==> src/rtl/fetch_buffer.sv <==
// -----------------------------------------------------------------------------
// fetch_buffer
//
// Instruction fetch queue between the instruction memory port and decode.
// Issues sequential word-aligned fetch requests, collects the in-order
// responses into a DEPTH-entry FIFO of {pc, instr, fault}, and presents the
// head entry to the decoder. A redirect flushes the queue and restarts fetch;
// responses to requests issued before the redirect are counted as stale and
// silently discarded when they return.
//
// A request is only issued while occupancy + inflight + stale < DEPTH, so
// every response that can arrive is guaranteed a free queue slot (the memory
// side has no backpressure).
//
// Configuration macro:
//   FETCH_BUFFER_BYPASS_EN  - when defined, a non-stale response arriving
//                             while the queue is empty is forwarded
//                             combinationally to out_* in the same cycle
//                             (and only written if decode stalls). When
//                             undefined, out_* come from the queue registers
//                             and an entry is visible one cycle after its
//                             response.
//
// Parameters:
//   DEPTH       queue entries, power of two in 2..16
//   START_ADDR  first fetch address after reset
//
// Ports:
//   clock            rising-edge clock
//   reset            asynchronous active-low reset
//   imem_req_valid   fetch request valid
//   imem_req_ready   memory accepts request this cycle
//   imem_req_addr    word-aligned fetch address
//   imem_resp_valid  response beat, in request order
//   imem_resp_rdata  fetched instruction word
//   imem_resp_error  access fault for this beat
//   redirect_valid   flush and restart fetch
//   redirect_pc      restart address (bits [1:0] forced to 0)
//   out_valid        head entry valid toward decode
//   out_ready        decode consumes head this cycle
//   out_pc           PC of head entry
//   out_instr        instruction word of head entry
//   out_fault        head entry carries an access fault
// -----------------------------------------------------------------------------
module fetch_buffer #(
  parameter int unsigned DEPTH      = 4,
  parameter logic [31:0] START_ADDR = 32'h0000_0000
) (
  input  logic        clock,
  input  logic        reset,
  output logic        imem_req_valid,
  input  logic        imem_req_ready,
  output logic [31:0] imem_req_addr,
  input  logic        imem_resp_valid,
  input  logic [31:0] imem_resp_rdata,
  input  logic        imem_resp_error,
  input  logic        redirect_valid,
  input  logic [31:0] redirect_pc,
  output logic        out_valid,
  input  logic        out_ready,
  output logic [31:0] out_pc,
  output logic [31:0] out_instr,
  output logic        out_fault
);

  localparam int unsigned    PTR_W   = (DEPTH > 1) ? $clog2(DEPTH) : 1;
  localparam int unsigned    CNT_W   = PTR_W + 1;
  localparam logic [CNT_W:0] DEPTH_S = (CNT_W + 1)'(DEPTH);
  localparam logic [CNT_W-1:0] ZERO_C = {CNT_W{1'b0}};
  localparam logic [CNT_W-1:0] ONE_C  = CNT_W'(1);
  localparam logic [PTR_W-1:0] PONE_C = PTR_W'(1);

  // Queue storage
  logic [31:0]      pc_mem_q    [DEPTH];
  logic [31:0]      instr_mem_q [DEPTH];
  logic             fault_mem_q [DEPTH];

  // Pointers, counters and PCs
  logic [PTR_W-1:0] head_q, head_d;
  logic [PTR_W-1:0] tail_q, tail_d;
  logic [CNT_W-1:0] count_q, count_d;
  logic [CNT_W-1:0] inflight_q, inflight_d;
  logic [CNT_W-1:0] stale_q, stale_d;
  logic [31:0]      fetch_pc_q, fetch_pc_d;
  logic [31:0]      resp_pc_q, resp_pc_d;    // PC owed to the next non-stale response

  logic             budget_ok_s;
  logic             req_valid_s;
  logic             accept_s;
  logic             resp_live_s;
  logic             push_s;
  logic             pop_s;
  logic [31:0]      redirect_aligned_s;
`ifdef FETCH_BUFFER_BYPASS_EN
  logic             bypass_s;
`endif

  assign imem_req_valid = req_valid_s;
  assign imem_req_addr  = fetch_pc_q;

  // Handshake qualification and head-of-queue presentation
  always_comb begin
    redirect_aligned_s = redirect_pc & 32'hFFFF_FFFC;
    budget_ok_s = ({1'b0, count_q} + {1'b0, inflight_q} + {1'b0, stale_q}) < DEPTH_S;
    // Gating with reset keeps the request low while reset is held.
    req_valid_s = reset & budget_ok_s & ~redirect_valid;
    accept_s    = req_valid_s & imem_req_ready;
    // A response in a redirect cycle is dropped along with the stale ones.
    resp_live_s = reset & imem_resp_valid & (stale_q == ZERO_C) & ~redirect_valid;
    pop_s       = (count_q != ZERO_C) & out_ready & ~redirect_valid;
`ifdef FETCH_BUFFER_BYPASS_EN
    bypass_s = resp_live_s & (count_q == ZERO_C);
    // A bypassed entry consumed immediately never occupies a slot.
    push_s   = resp_live_s & ~(bypass_s & out_ready);
    if (bypass_s) begin
      out_valid = 1'b1;
      out_pc    = resp_pc_q;
      out_instr = imem_resp_rdata;
      out_fault = imem_resp_error;
    end else begin
      out_valid = (count_q != ZERO_C);
      out_pc    = pc_mem_q[head_q];
      out_instr = instr_mem_q[head_q];
      out_fault = fault_mem_q[head_q];
    end
`else
    push_s    = resp_live_s;
    out_valid = (count_q != ZERO_C);
    out_pc    = pc_mem_q[head_q];
    out_instr = instr_mem_q[head_q];
    out_fault = fault_mem_q[head_q];
`endif
  end

  // Next-state for pointers, counters and fetch PCs
  always_comb begin
    head_d     = head_q;
    tail_d     = tail_q;
    count_d    = count_q;
    inflight_d = inflight_q;
    stale_d    = stale_q;
    fetch_pc_d = fetch_pc_q;
    resp_pc_d  = resp_pc_q;
    if (redirect_valid) begin
      // Everything outstanding, plus anything accepted now, becomes stale;
      // a response arriving in this cycle retires one of them.
      head_d     = {PTR_W{1'b0}};
      tail_d     = {PTR_W{1'b0}};
      count_d    = ZERO_C;
      inflight_d = ZERO_C;
      stale_d    = stale_q + inflight_q + (accept_s ? ONE_C : ZERO_C)
                   - (imem_resp_valid ? ONE_C : ZERO_C);
      fetch_pc_d = redirect_aligned_s;
      resp_pc_d  = redirect_aligned_s;
    end else begin
      if (accept_s) begin
        fetch_pc_d = fetch_pc_q + 32'd4;
      end else begin
        fetch_pc_d = fetch_pc_q;
      end
      if (resp_live_s) begin
        resp_pc_d = resp_pc_q + 32'd4;
      end else begin
        resp_pc_d = resp_pc_q;
      end
      // Stale beats are always the oldest, so they drain first.
      if (imem_resp_valid && (stale_q != ZERO_C)) begin
        stale_d = stale_q - ONE_C;
      end else begin
        stale_d = stale_q;
      end
      inflight_d = inflight_q + (accept_s ? ONE_C : ZERO_C)
                   - (resp_live_s ? ONE_C : ZERO_C);
      if (push_s) begin
        tail_d = tail_q + PONE_C;
      end else begin
        tail_d = tail_q;
      end
      if (pop_s) begin
        head_d = head_q + PONE_C;
      end else begin
        head_d = head_q;
      end
      case ({push_s, pop_s})
        2'b10:   count_d = count_q + ONE_C;
        2'b01:   count_d = count_q - ONE_C;
        default: count_d = count_q;
      endcase
    end
  end

  // State registers and queue storage
  always_ff @(posedge clock or negedge reset) begin
    if (!reset) begin
      head_q     <= {PTR_W{1'b0}};
      tail_q     <= {PTR_W{1'b0}};
      count_q    <= ZERO_C;
      inflight_q <= ZERO_C;
      stale_q    <= ZERO_C;
      fetch_pc_q <= START_ADDR;
      resp_pc_q  <= START_ADDR;
      for (int i = 0; i < int'(DEPTH); i++) begin
        pc_mem_q[i]    <= 32'h0000_0000;
        instr_mem_q[i] <= 32'h0000_0000;
        fault_mem_q[i] <= 1'b0;
      end
    end else begin
      head_q     <= head_d;
      tail_q     <= tail_d;
      count_q    <= count_d;
      inflight_q <= inflight_d;
      stale_q    <= stale_d;
      fetch_pc_q <= fetch_pc_d;
      resp_pc_q  <= resp_pc_d;
      if (push_s) begin
        pc_mem_q[tail_q]    <= resp_pc_q;
        instr_mem_q[tail_q] <= imem_resp_rdata;
        fault_mem_q[tail_q] <= imem_resp_error;
      end
    end
  end

endmodule

==> config.mk <==
export PLATFORM = sky130hd
export DESIGN_NAME = fetch_buffer
export DESIGN_NICKNAME = d
export VERILOG_FILES = /design/src/rtl/fetch_buffer.sv
export SDC_FILE = /design/constraint.sdc
export NUM_CORES = 1
export LEC_CHECK = 0
export BUFFER_PORTS_ARGS = -buffer_cell sky130_fd_sc_hd__buf_2
export CORE_AREA = 2 2 251 253
export DETAILED_ROUTE_END_ITERATION = 16
export DIE_AREA = 0 0 253 255
export GPL_ROUTABILITY_DRIVEN = 0
export GPL_TIMING_DRIVEN = 0
export MAX_ROUTING_LAYER = met4
export PLACE_DENSITY = 0.46
export SKIP_LAST_GASP = 1
export SYNTH_ARGS = -nofsm -noshare
export SYNTH_HDL_FRONTEND = slang
export SYNTH_SLANG_ARGS = --single-unit
==> constraint.sdc <==
create_clock -name clock -period 3.94 [get_ports clock]
set_clock_uncertainty 0.05 [all_clocks]
set_input_delay 0 -clock clock [delete_from_list [all_inputs] [get_ports clock]]
set_output_delay 0 -clock clock [all_outputs]
set_load 0.1 [all_outputs]
==> Yosys cells after proc, flatten, opt, wreduce, memory -nomap -nowiden <==
Cells that the tools add are included.
{ "word_totals": {"word_cells": 92, "ff_bits": 337, "inputBits": 71} }
{ "op_classes": {"muxes": 32, "n_addsub": 14, "n_lt_le_gt_ge": 4, "n_bitwise": 11, "n_eq_ne": 2, "n_reduce_logical": 10} }
{ "op_table": {"columns": ["operator", "count"], "rows": [
  ["$mux 32", 9],
  ["$bwmux 128", 2],
  ["$bmux 32 s2", 2],
  ["$add 32x3->32 const B", 2],
  ["$demux 32 s2", 1],
  ["$mux 3", 4],
  ["$reduce_bool 3->1", 3],
  ["$and 1x1->1", 8],
  ["$mux 2", 4],
  ["$reduce_bool 2->1", 4],
  ["$add 3x3->3", 2],
  ["$ge 3x3->1 const B", 2],
  ["$mux 1", 6],
  ["$not 2->3", 2],
  ["$pmux 3 s2", 1],
  ["$sub 3x1->3", 2],
  ["$sub 3x1->3 const B", 2],
  ["$add 2x1->2 const B", 2],
  ["$add 3x3->4", 1],
  ["$add 4x3->4", 1],
  ["$bwmux 4", 1],
  ["$lt 4x3->1 const B", 1],
  ["$add 3x1->3", 1],
  ["$add 3x1->3 const B", 1],
  ["other kinds (8)", 9]
]} }

==> Longest topological paths before layout <==
Gate-level depths: netlist of the first run.
{ "logic_depth": {"ltp_word": 10, "depth_mapped": 14, "mapped_depth_nobuf": 13} }

==> Worst setup path after synthesis of the first run <==
No wires, ideal clock.
{ "synth_path": {"path_type": "register to register", "startpoint": "register count_q[1]", "endpoint": "register stale_q[2]", "setup_time_ns": 0.125, "synth_period_minus_slack_ns": 3.543, "path_stages_with_launch": 14, "slack_ns": 0.397, "required_ns": 3.765, "arrival_ns": 3.368, "path_buffers": 1, "cell_sequence": "dfrtp_1 > inv_1 > fa_1 > or2_2 > fa_1 > xnor2_1 > or2_1 > inv_2 > buf_2 > fa_1 > fa_1 > xnor2_1 > a21oi_1 > xnor2_1"} }
{ "synth_via": {"elab_chain_len": 10} }
{ "synth_lines": {"columns": ["item", "line", "text"], "rows": [
  ["start: declaration", "81", "logic [CNT_W-1:0] count_q, count_d;"],
  ["start signal: assignment", "210", "count_q <= count_d;"],
  ["$add 3x3->4", "104", "budget_ok_s = ({1'b0, count_q} + {1'b0, inflight_q} + {1'b0, stale_q}) < DEPTH_S;"],
  ["$add 4x3->4", "104", null],
  ["$lt 4x3->1", "104", null],
  ["$and 1x1->1 (2 in series)", "106", "req_valid_s = reset & budget_ok_s & ~redirect_valid;"],
  ["$and 1x1->1", "107", "accept_s = req_valid_s & imem_req_ready;"],
  ["$mux 1", "151", "stale_d = stale_q + inflight_q + (accept_s ? ONE_C : ZERO_C)"],
  ["$add 3x3->3", "151", null],
  ["$sub 3x1->3", "152", "- (imem_resp_valid ? ONE_C : ZERO_C);"],
  ["$mux 3", "144", "if (redirect_valid) begin"],
  ["end signal: assignment", "212", "stale_q <= stale_d;"],
  ["end: declaration", "83", "logic [CNT_W-1:0] stale_q, stale_d;"]
]} }
Every way passes these cells.
A chain may end at the register's enable or synchronous reset.

==> Final worst setup path of the first run <==
{ "layout_path": {"startpoint": "register stale_q[1]", "endpoint": "register stale_q[2]"} }
{ "layout_via": {"elab_chain_len": 9, "elab_cells_between_ends": 15} }
{ "layout_lines": {"columns": ["item", "line"], "rows": [
  ["$add 4x3->4", "104"],
  ["$lt 4x3->1", "104"],
  ["$and 1x1->1 (2 in series)", "106"],
  ["$and 1x1->1", "107"],
  ["$mux 1", "151"],
  ["$add 3x3->3", "151"],
  ["$sub 3x1->3", "152"],
  ["$mux 3", "144"]
]} }
Several ways; a longest one is shown, not always the timed one. The select of a mux whose other input is x is not followed.

==> metrics, run 1 <==
outcome=complete, no violations; internal reg-to-reg setup slack=0.16 ns; number of maximum-capacitance constraint violations=0; total number of yosys warnings=0; highest clock rate=0.265 GHz; critical setup path kind=reg -> reg; number of endpoints failing setup at the final stage=0; data arrival time of the critical path=4.15 ns; number of different library cells in the post-synthesis netlist=58; total die area=0.0645 mm2; per-cell routed wire length=19.3 um; Netlist Area Pre-Place=0.0153 mm2; first-pass GRT wire length=65600 um; global route total overflow=0; total CTS buffers=40; cell total after placement=2060; Worst Setup Start Kind=flip-flop; most area-hungry cell type in the Yosys netlist=sky130_fd_sc_hd__dfrtp_1; Worst Tran Pin Value=0.955 ns; largest buffer count on any clock path=3; count of standard-cell rows=92; mean instance size in the synthesized netlist=14.0 um2; initial standard-cell utilization of the core=24.6%; setup repair after global routing missed its margin=yes; ranking of synthesized cells by instance count=sky130_fd_sc_hd__dfrtp_1, sky130_fd_sc_hd__mux2_2, sky130_fd_sc_hd__mux4_2, sky130_fd_sc_hd__nand2_1, sky130_fd_sc_hd__buf_2; Worst Hold Class=in -> reg; Routed Wire Length=42500 um; Net count, final=1468; Worst Reg-to-Reg Cells=13; largest driver fanout on the critical path=10; leakage power total=9.04 nW; most used standard cell by instance count after synthesis=sky130_fd_sc_hd__dfrtp_1; clock tree root buffer cell=sky130_fd_sc_hd__clkbuf_16; top-level port count=170; Clock Sink Count=325; sequential-to-total area share from yosys stat=53.2%; buffers added on ports=163; detail-routed via count per cell=4.57; number of enable-type register cells in the synthesized netlist=0; floorplan die height=255 um; CTS H-tree depth=2; Chip Width=253 um; type of destination of the critical path=flip-flop; register clock-pin slew on the reported worst setup and hold paths=0.06 ns; Max VDD drop=0.000251 V; hold-critical path depth=6; Relative slew margins=36.3%; final worst-path cycle share=95.9%; antenna violations before repair=1; GR Layer Usage met1=17.8%; count of vias placed by the detailed router=10100; number of global-route vias before repair=10800; total global routing track utilization=13.7%; drt drc=0; share of post-route cells with drive strength above 1=42.7%; pin count of the biggest net entering global routing=103; area share of the largest cell type after synthesis=53.2%; final sum of negative setup slack=0 ns; layer carrying the most global-route usage=met2; Core Box Area=0.0622 mm2; DR pass1 iterations=4; total power of the final layout=14.0 mW; antenna fix cells=0; number of design-rule violations left by the first detailed-router iteration=432; Global Route met3 Usage=2.95%; area delta synth->final=26.4%; Post-synth top flop=sky130_fd_sc_hd__dfrtp_1; minimum clock period after layout=3.78 ns; estimated wirelength of the detail-placed design=28900 um; Skew-Pair Late Insertion Delay=0.54 ns; share of flip-flops with an asynchronous set or reset after synthesis=100%; dominant cells by area after synthesis=sky130_fd_sc_hd__dfrtp_1, sky130_fd_sc_hd__mux2_2, sky130_fd_sc_hd__mux4_2; Hold Vio Cnt, Final=0; number of cells in the finished layout apart from fillers=2205; post-synthesis cell count=1092; required time at the endpoint of the critical path=4.32 ns; power density normalized to cell area=724 mW/mm2; TritonCTS clock tree=done; number of antenna-violating nets in the routed design=0; M2 GR Usage=21.6%; flip-flop and latch count after synthesis=325; Slew Limit Fails=0
[critical path, stage by stage, from the launching register on]
cell and delay (ns):
sky130_fd_sc_hd__dfrtp_1 0.37, sky130_fd_sc_hd__inv_1 0.14, sky130_fd_sc_hd__fa_1 0.42, sky130_fd_sc_hd__or2_2 0.31
sky130_fd_sc_hd__fa_1 0.41, sky130_fd_sc_hd__xnor2_2 0.24, sky130_fd_sc_hd__or2_1 0.23, sky130_fd_sc_hd__inv_2 0.05
sky130_fd_sc_hd__buf_2 0.19, sky130_fd_sc_hd__fa_1 0.42, sky130_fd_sc_hd__fa_1 0.38, sky130_fd_sc_hd__xnor2_1 0.19
sky130_fd_sc_hd__a21oi_1 0.10, sky130_fd_sc_hd__xnor2_1 0.15
[sequential cells by signal, summed over array words and instances, names as in the netlist]
register       cells
imem_req_addr     30
resp_pc_q         30
head_q             2
inflight_q         3
fault_mem_q        4
pc_mem_q         120
stale_q            3
instr_mem_q      128
tail_q             2
count_q            3
[report_power, final]
group	internal [mW]	switching, mW	total, mW
Sequential	3.83	0.335	4.17
Clock	2.32	1.47	3.79
Combinational	1.49	4.56	6.04
[cell families after synthesis]
kind of cell             count (synthesis)  synth area share [%]
flip-flops                             325                  53.2
multiplexers                           333                  29.1
adder cells (fa/ha/maj)                 20                  1.98
XOR/XNOR                                49                  2.81
AND/OR/NAND/NOR                        199                  7.30
AO/OA/AOI/OAI                           71                  2.90
buffers and inverters                   94                  2.72
other                                    1                0.0245
[layout make-up]
type / instances / area [um2]
clock inverter: 15 / 188
fill: 6334 / 42800
buffer: 76 / 349
inverter: 18 / 67.6
sequential: 325 / 8130
tap: 799 / 1000
clock buffer: 56 / 1160
multi-input combinational: 676 / 6770
timing repair buffer: 240 / 1670
[routing by layer]
| layer | wire, um | part of all wire (%) |
|---|---|---|
| met2 | 19900 | 47 |
| met3 | 2240 | 5.3 |
| met4 | 883 | 2.1 |
| met1 | 19400 | 46 |
| met5 | 0 | 0 |
[path summary, 6_finish.rpt]
check	from	endpoint
setup / recovery	stale_q[1]	stale_q[2]
hold reg to reg	pc_mem_q[54]	pc_mem_q[54]
setup reg to reg	stale_q[1]	stale_q[2]
max in group asynchronous	reset	pc_mem_q[52]
hold / removal	imem_req_ready	imem_req_addr[9]
min in group asynchronous	reset	instr_mem_q[30]
[cell usage in the layout, fill, tap and decap left out, drive strengths merged, types with 5 or more instances in the layout]
cell / count
and3: 14
nor4: 9
clkinv: 7
dfrtp: 325
nand3: 30
fa: 7
nand4: 23
and2: 8
nand2: 56
dlygate4sd3: 69
nor2: 30
mux4: 63
xor2: 22
a31oi: 5
ha: 13
nor3: 5
a21oi: 15
mux2: 266
xnor2: 27
inv: 20
o21ai: 26
clkbuf: 82
buf: 221
[what timing repair did]
action                                  CTS  global route
hold buffers                             70             0
buffers inserted                          0             3
cloned                                    0             1
endpoints found under the setup margin    3            71
pin swaps                                 0             1
endpoints found under the hold margin   331             0
gates resized for setup                   2             2
[through the flow]
| step | hold slack [ns] | cell area (um2) | utilization (%) | setup slack [ns] |
|---|---|---|---|---|
| 2_1_floorplan | -0.346 | 15300 | - | 0.397 |
| 3_3_place_gp | 0.208 | 17100 | 27.6 | -4.68 |
| 3_5_place_dp | -0.148 | 17200 | 27.7 | -0.178 |
| 4_1_cts | 0.101 | 19300 | 31.0 | 0.0261 |
| 5_1_grt | 0.182 | 19300 | 31.1 | -0.0352 |
| 6_report | 0.124 | 19300 | 31.1 | 0.162 |
No activity file was read; power rests on OpenSTA's default activity.
==> run 2, diff against run 1 <==
--- a/config.mk
+++ b/config.mk
@@ -5,10 +5,11 @@
 export SDC_FILE = /design/constraint.sdc
 export NUM_CORES = 1
 export LEC_CHECK = 0
+export ABC_AREA = 1
 export BUFFER_PORTS_ARGS = -buffer_cell sky130_fd_sc_hd__buf_2
-export CORE_AREA = 2 2 251 253
+export CORE_AREA = 2 2 257 259
 export DETAILED_ROUTE_END_ITERATION = 16
-export DIE_AREA = 0 0 253 255
+export DIE_AREA = 0 0 259 261
 export GPL_ROUTABILITY_DRIVEN = 0
 export GPL_TIMING_DRIVEN = 0
 export MAX_ROUTING_LAYER = met4
==> run 2 against run 1 <==
The flow now finishes with violations (negative hold slack). Critical path depth increased by 1. Power increased by 3.2%. Global-route usage increased by 3.9 points. Sequential cell count unchanged. Area after synthesis increased by 4.8%. Cell area increased by 3.5%. Non-clock buffer count increased by 36. Fmax increased by 2.3%. Utilization decreased by 0.32 points.
==> metrics, run 2 <==
leakage power total=9.54 nW (+5.5%); ranking of synthesized cells by instance count=sky130_fd_sc_hd__nand2_1, sky130_fd_sc_hd__dfrtp_1, sky130_fd_sc_hd__o21ai_0, sky130_fd_sc_hd__nor2_1, sky130_fd_sc_hd__o21ai_1; buffers added on ports=163 (unchanged); Worst Setup Start Kind=flip-flop; end of the worst register-to-register path=stale_q[2]; register clock-pin slew on the reported worst setup and hold paths=0.06 ns (about the same); pin count of the biggest net entering global routing=98 (-4.9%); final non-filler cell area=0.0200 mm2 (+3.5%); setup repair after global routing missed its margin=yes; instance area at placement=0.0180 mm2 (+4.8%); cell mode on critical path=sky130_fd_sc_hd__fa_1; Core Box Area=0.0650 mm2 (+4.6%); detail-routed via count per cell=4.68 (+2.5%); Relative slew margins=45.8% (+9.5 points); slowest stage cell on the critical path=sky130_fd_sc_hd__fa_1; total power of the final layout=14.5 mW (+3.2%); Routed Wire Length=57500 um (+35%); total global routing track utilization=17.5% (+3.9 points); # fillers=7054 (+11%); required time at the endpoint of the critical path=4.31 ns (about the same); antenna violations before repair=0 (-1); initial standard-cell utilization of the core=24.6% (+0.035 points); power density normalized to cell area=722 mW/mm2 (-0.34%); length of routed met3 wiring=3510 um (+57%); drt drc=0 (unchanged); combined area of the multi-input logic cells=0.00675 mm2 (-0.37%); largest driver fanout on the critical path=10 (unchanged); routed metal-1 wire length=25900 um (+33%); mean instance size in the synthesized netlist=7.96 um2 (-43%); global route total overflow=0 (unchanged); registers with the most flip-flops=instr_mem_q: 128 flops, pc_mem_q: 120 flops; per-cell routed wire length=18.0 um (-6.5%); internal reg-to-reg setup slack=0.25 ns (+0.09 ns); most used cells in the layout excluding fill and tap cells=sky130_fd_sc_hd__nand2_1, sky130_fd_sc_hd__dfrtp_1, sky130_fd_sc_hd__o21ai_0; share of flip-flops with an asynchronous set or reset after synthesis=100% (unchanged); Slew Limit Fails=0 (unchanged); DR pass1 iterations=6 (+2); top routing layer in use=met4; area delta synth->final=24.9%; floorplan die height=261 um (+2.4%); Hold Vio Cnt, Final=44 (+44); worst slack, placed=0.0638 ns (+0.242 ns); flip-flop count of the largest register, all copies and words added=128 (unchanged); count of vias placed by the detailed router=14900 (+48%); TritonCTS clock tree=done; total area of sequential cells=0.00813 mm2 (unchanged); count of standard-cell rows=94 (+2.2%); final worst-path cycle share=93.7% (-2.2 points); Worst Tran Pin Value=0.813 ns (-0.142 ns); worst hold slack after final layout=-0.0780 ns (-0.202 ns); ordered cell list for the critical path=inv_1, fa_1, o21bai_1, fa_1, xnor2_2, nor2_4, nand2_4, inv_1, buf_4, fa_1, fa_1, xnor2_1, xnor2_1, a21oi_1; data arrival time of the critical path=4.06 ns (-0.09 ns); area share of the largest cell type after synthesis=50.7% (-2.4 points); total CTS buffers=39 (-2.5%); Max VDD drop=0.000464 V (+85%); number of design-rule violations left by the first detailed-router iteration=1121 (+160%); number of maximum-capacitance constraint violations=0 (unchanged); Chip Width=259 um (+2.4%); flip-flop and latch count after synthesis=325 (unchanged); Worst Hold Class=in -> async; clock tree root buffer cell=sky130_fd_sc_hd__clkbuf_16; share of post-route cells with drive strength above 1=12.8% (-30 points); highest clock rate=0.271 GHz (+2.3%); Post-synth top flop=sky130_fd_sc_hd__dfrtp_1; most used standard cell by instance count after synthesis=sky130_fd_sc_hd__nand2_1; CTS H-tree depth=2 (unchanged); Net count, final=2389 (+63%); Critical Path End=stale_q[2]; Skew-Pair Late Insertion Delay=0.56 ns (+0.02 ns); most area-hungry cell type in the Yosys netlist=sky130_fd_sc_hd__dfrtp_1; number of enable-type register cells in the synthesized netlist=0 (unchanged); largest buffer count on any clock path=3 (unchanged); number of different library cells in the post-synthesis netlist=37 (-36%); register with the most flip-flops=instr_mem_q; Worst Reg-to-Reg Cells=14 (+1); Clock Sink Count=325 (unchanged); r2r startpoint=inflight_q[1]; total number of yosys warnings=0 (unchanged); estimated wirelength of the detail-placed design=40300 um (+39%); critical setup path kind=reg -> reg; number of global-route vias before repair=15100 (+40%); total die area=0.0676 mm2 (+4.8%); Largest stage delay, worst path=0.46 ns (+0.04 ns); violations in the final reports=negative hold slack; type of destination of the critical path=flip-flop; top-level port count=170 (unchanged); post-synthesis cell count=2015 (+85%); met2 WL post-DR=26300 um (+32%); number of endpoints failing setup at the final stage=0 (unchanged); sequential-to-total area share from yosys stat=50.7% (-2.4 points); Netlist Area Pre-Place=0.0160 mm2 (+4.8%); first-pass GRT wire length=88600 um (+35%); commonest non-fill, non-tap cell in the layout=sky130_fd_sc_hd__nand2_1; dominant cells by area after synthesis=sky130_fd_sc_hd__dfrtp_1, sky130_fd_sc_hd__nand2_1, sky130_fd_sc_hd__o21ai_0; Setup crit start=inflight_q[1]; minimum clock period after layout=3.69 ns (-0.0856 ns); number of antenna-violating nets in the routed design=0 (unchanged); slack of the critical path=0.248 ns (+0.0856 ns); outcome=complete, but fails checks
==> run 2: cell types whose count changed in the layout (fill, tap and decap cells not counted), sizes merged, moves of 8 or more <==
cell	change
o211ai	+8
xnor2	-17
nand3	+47
nor4	-9
mux2	-266
inv	+127
o21ai	+388
o22ai	+63
nand2	+508
nand4	-19
clkbuf	+34
and3	-14
mux4	-63
nor2	+199
==> run 2: timing repair <==
item / in CTS / in global routing
buffers inserted: 0 / 0
endpoints found under the hold margin: 307 / 0
setup endpoints to repair: 0 / 4
gates resized for setup: 0 / 5
hold buffers: 73 / 0
==> run 2: layout make-up <==
class	instances	area share [%]
diodes	1	0.0125
multi-input cells	1436	33.7
flip-flops and latches	325	40.6
clock inverters	12	0.625
plain buffers	113	3.16
well taps	864	5.40
repair buffers	239	8.24
inverters	144	2.74
clock buffers	55	5.52
==> run 2: logic make-up after synthesis <==
kind of cell,synth area share [%]
and+or+nand+nor,21.7
xor gates and xnor gates,1.42
AOI/OAI and AO/OA,16.9
DFF,50.7
adders and majority gates,1.89
buffers and inverters,7.36
other,0.0234
==> run 2: worst min-delay path by stage <==
stage / startpoint / end / depth (start not counted)
floorplan: reset / count_q[0] / 0
global route: reset / instr_mem_q[84] / 2
CTS: reset / instr_mem_q[59] / 2
global placement: redirect_pc[18] / resp_pc_q[18] / 3
detailed placement: reset / instr_mem_q[81] / 1
finish: reset / instr_mem_q[17] / 2
==> run 2: through the flow <==
step                hold WS [ns]  cells  setup TNS, ns  utilization [%]
floorplan                 -0.346   2018              0                -
finish                   -0.0780   3189              0             30.8
global placement           0.234   3045       -2671.65             27.6
detailed placement        0.0525   3048              0             27.7
CTS                       0.0321   3188              0             30.7
global route              0.0187   3188        -0.0490             30.8
==> run 2: power breakdown <==
part,switching (mW),internal [mW]
registers,0.374,3.77
logic,5.50,1.23
clock network,1.49,2.09
total,7.36,7.09
==> run 2: critical path: cells and delay by family (launching register included) <==
family	cells	cell delay, ns
and+or+nand+nor	2	0.20
DFF	1	0.41
AOI/OAI and AO/OA	2	0.25
adders and majority gates	4	1.70
buffers and inverters	3	0.37
xor gates and xnor gates	3	0.57
==> run 2: routing by layer <==
layer | track usage (%) | up-vias
met4 | 6.10 | 0
met2 | 27.7 | 492
met5 | - | -
met3 | 2.80 | 101
met1 | 22.8 | 7222
li1 | - | 7120
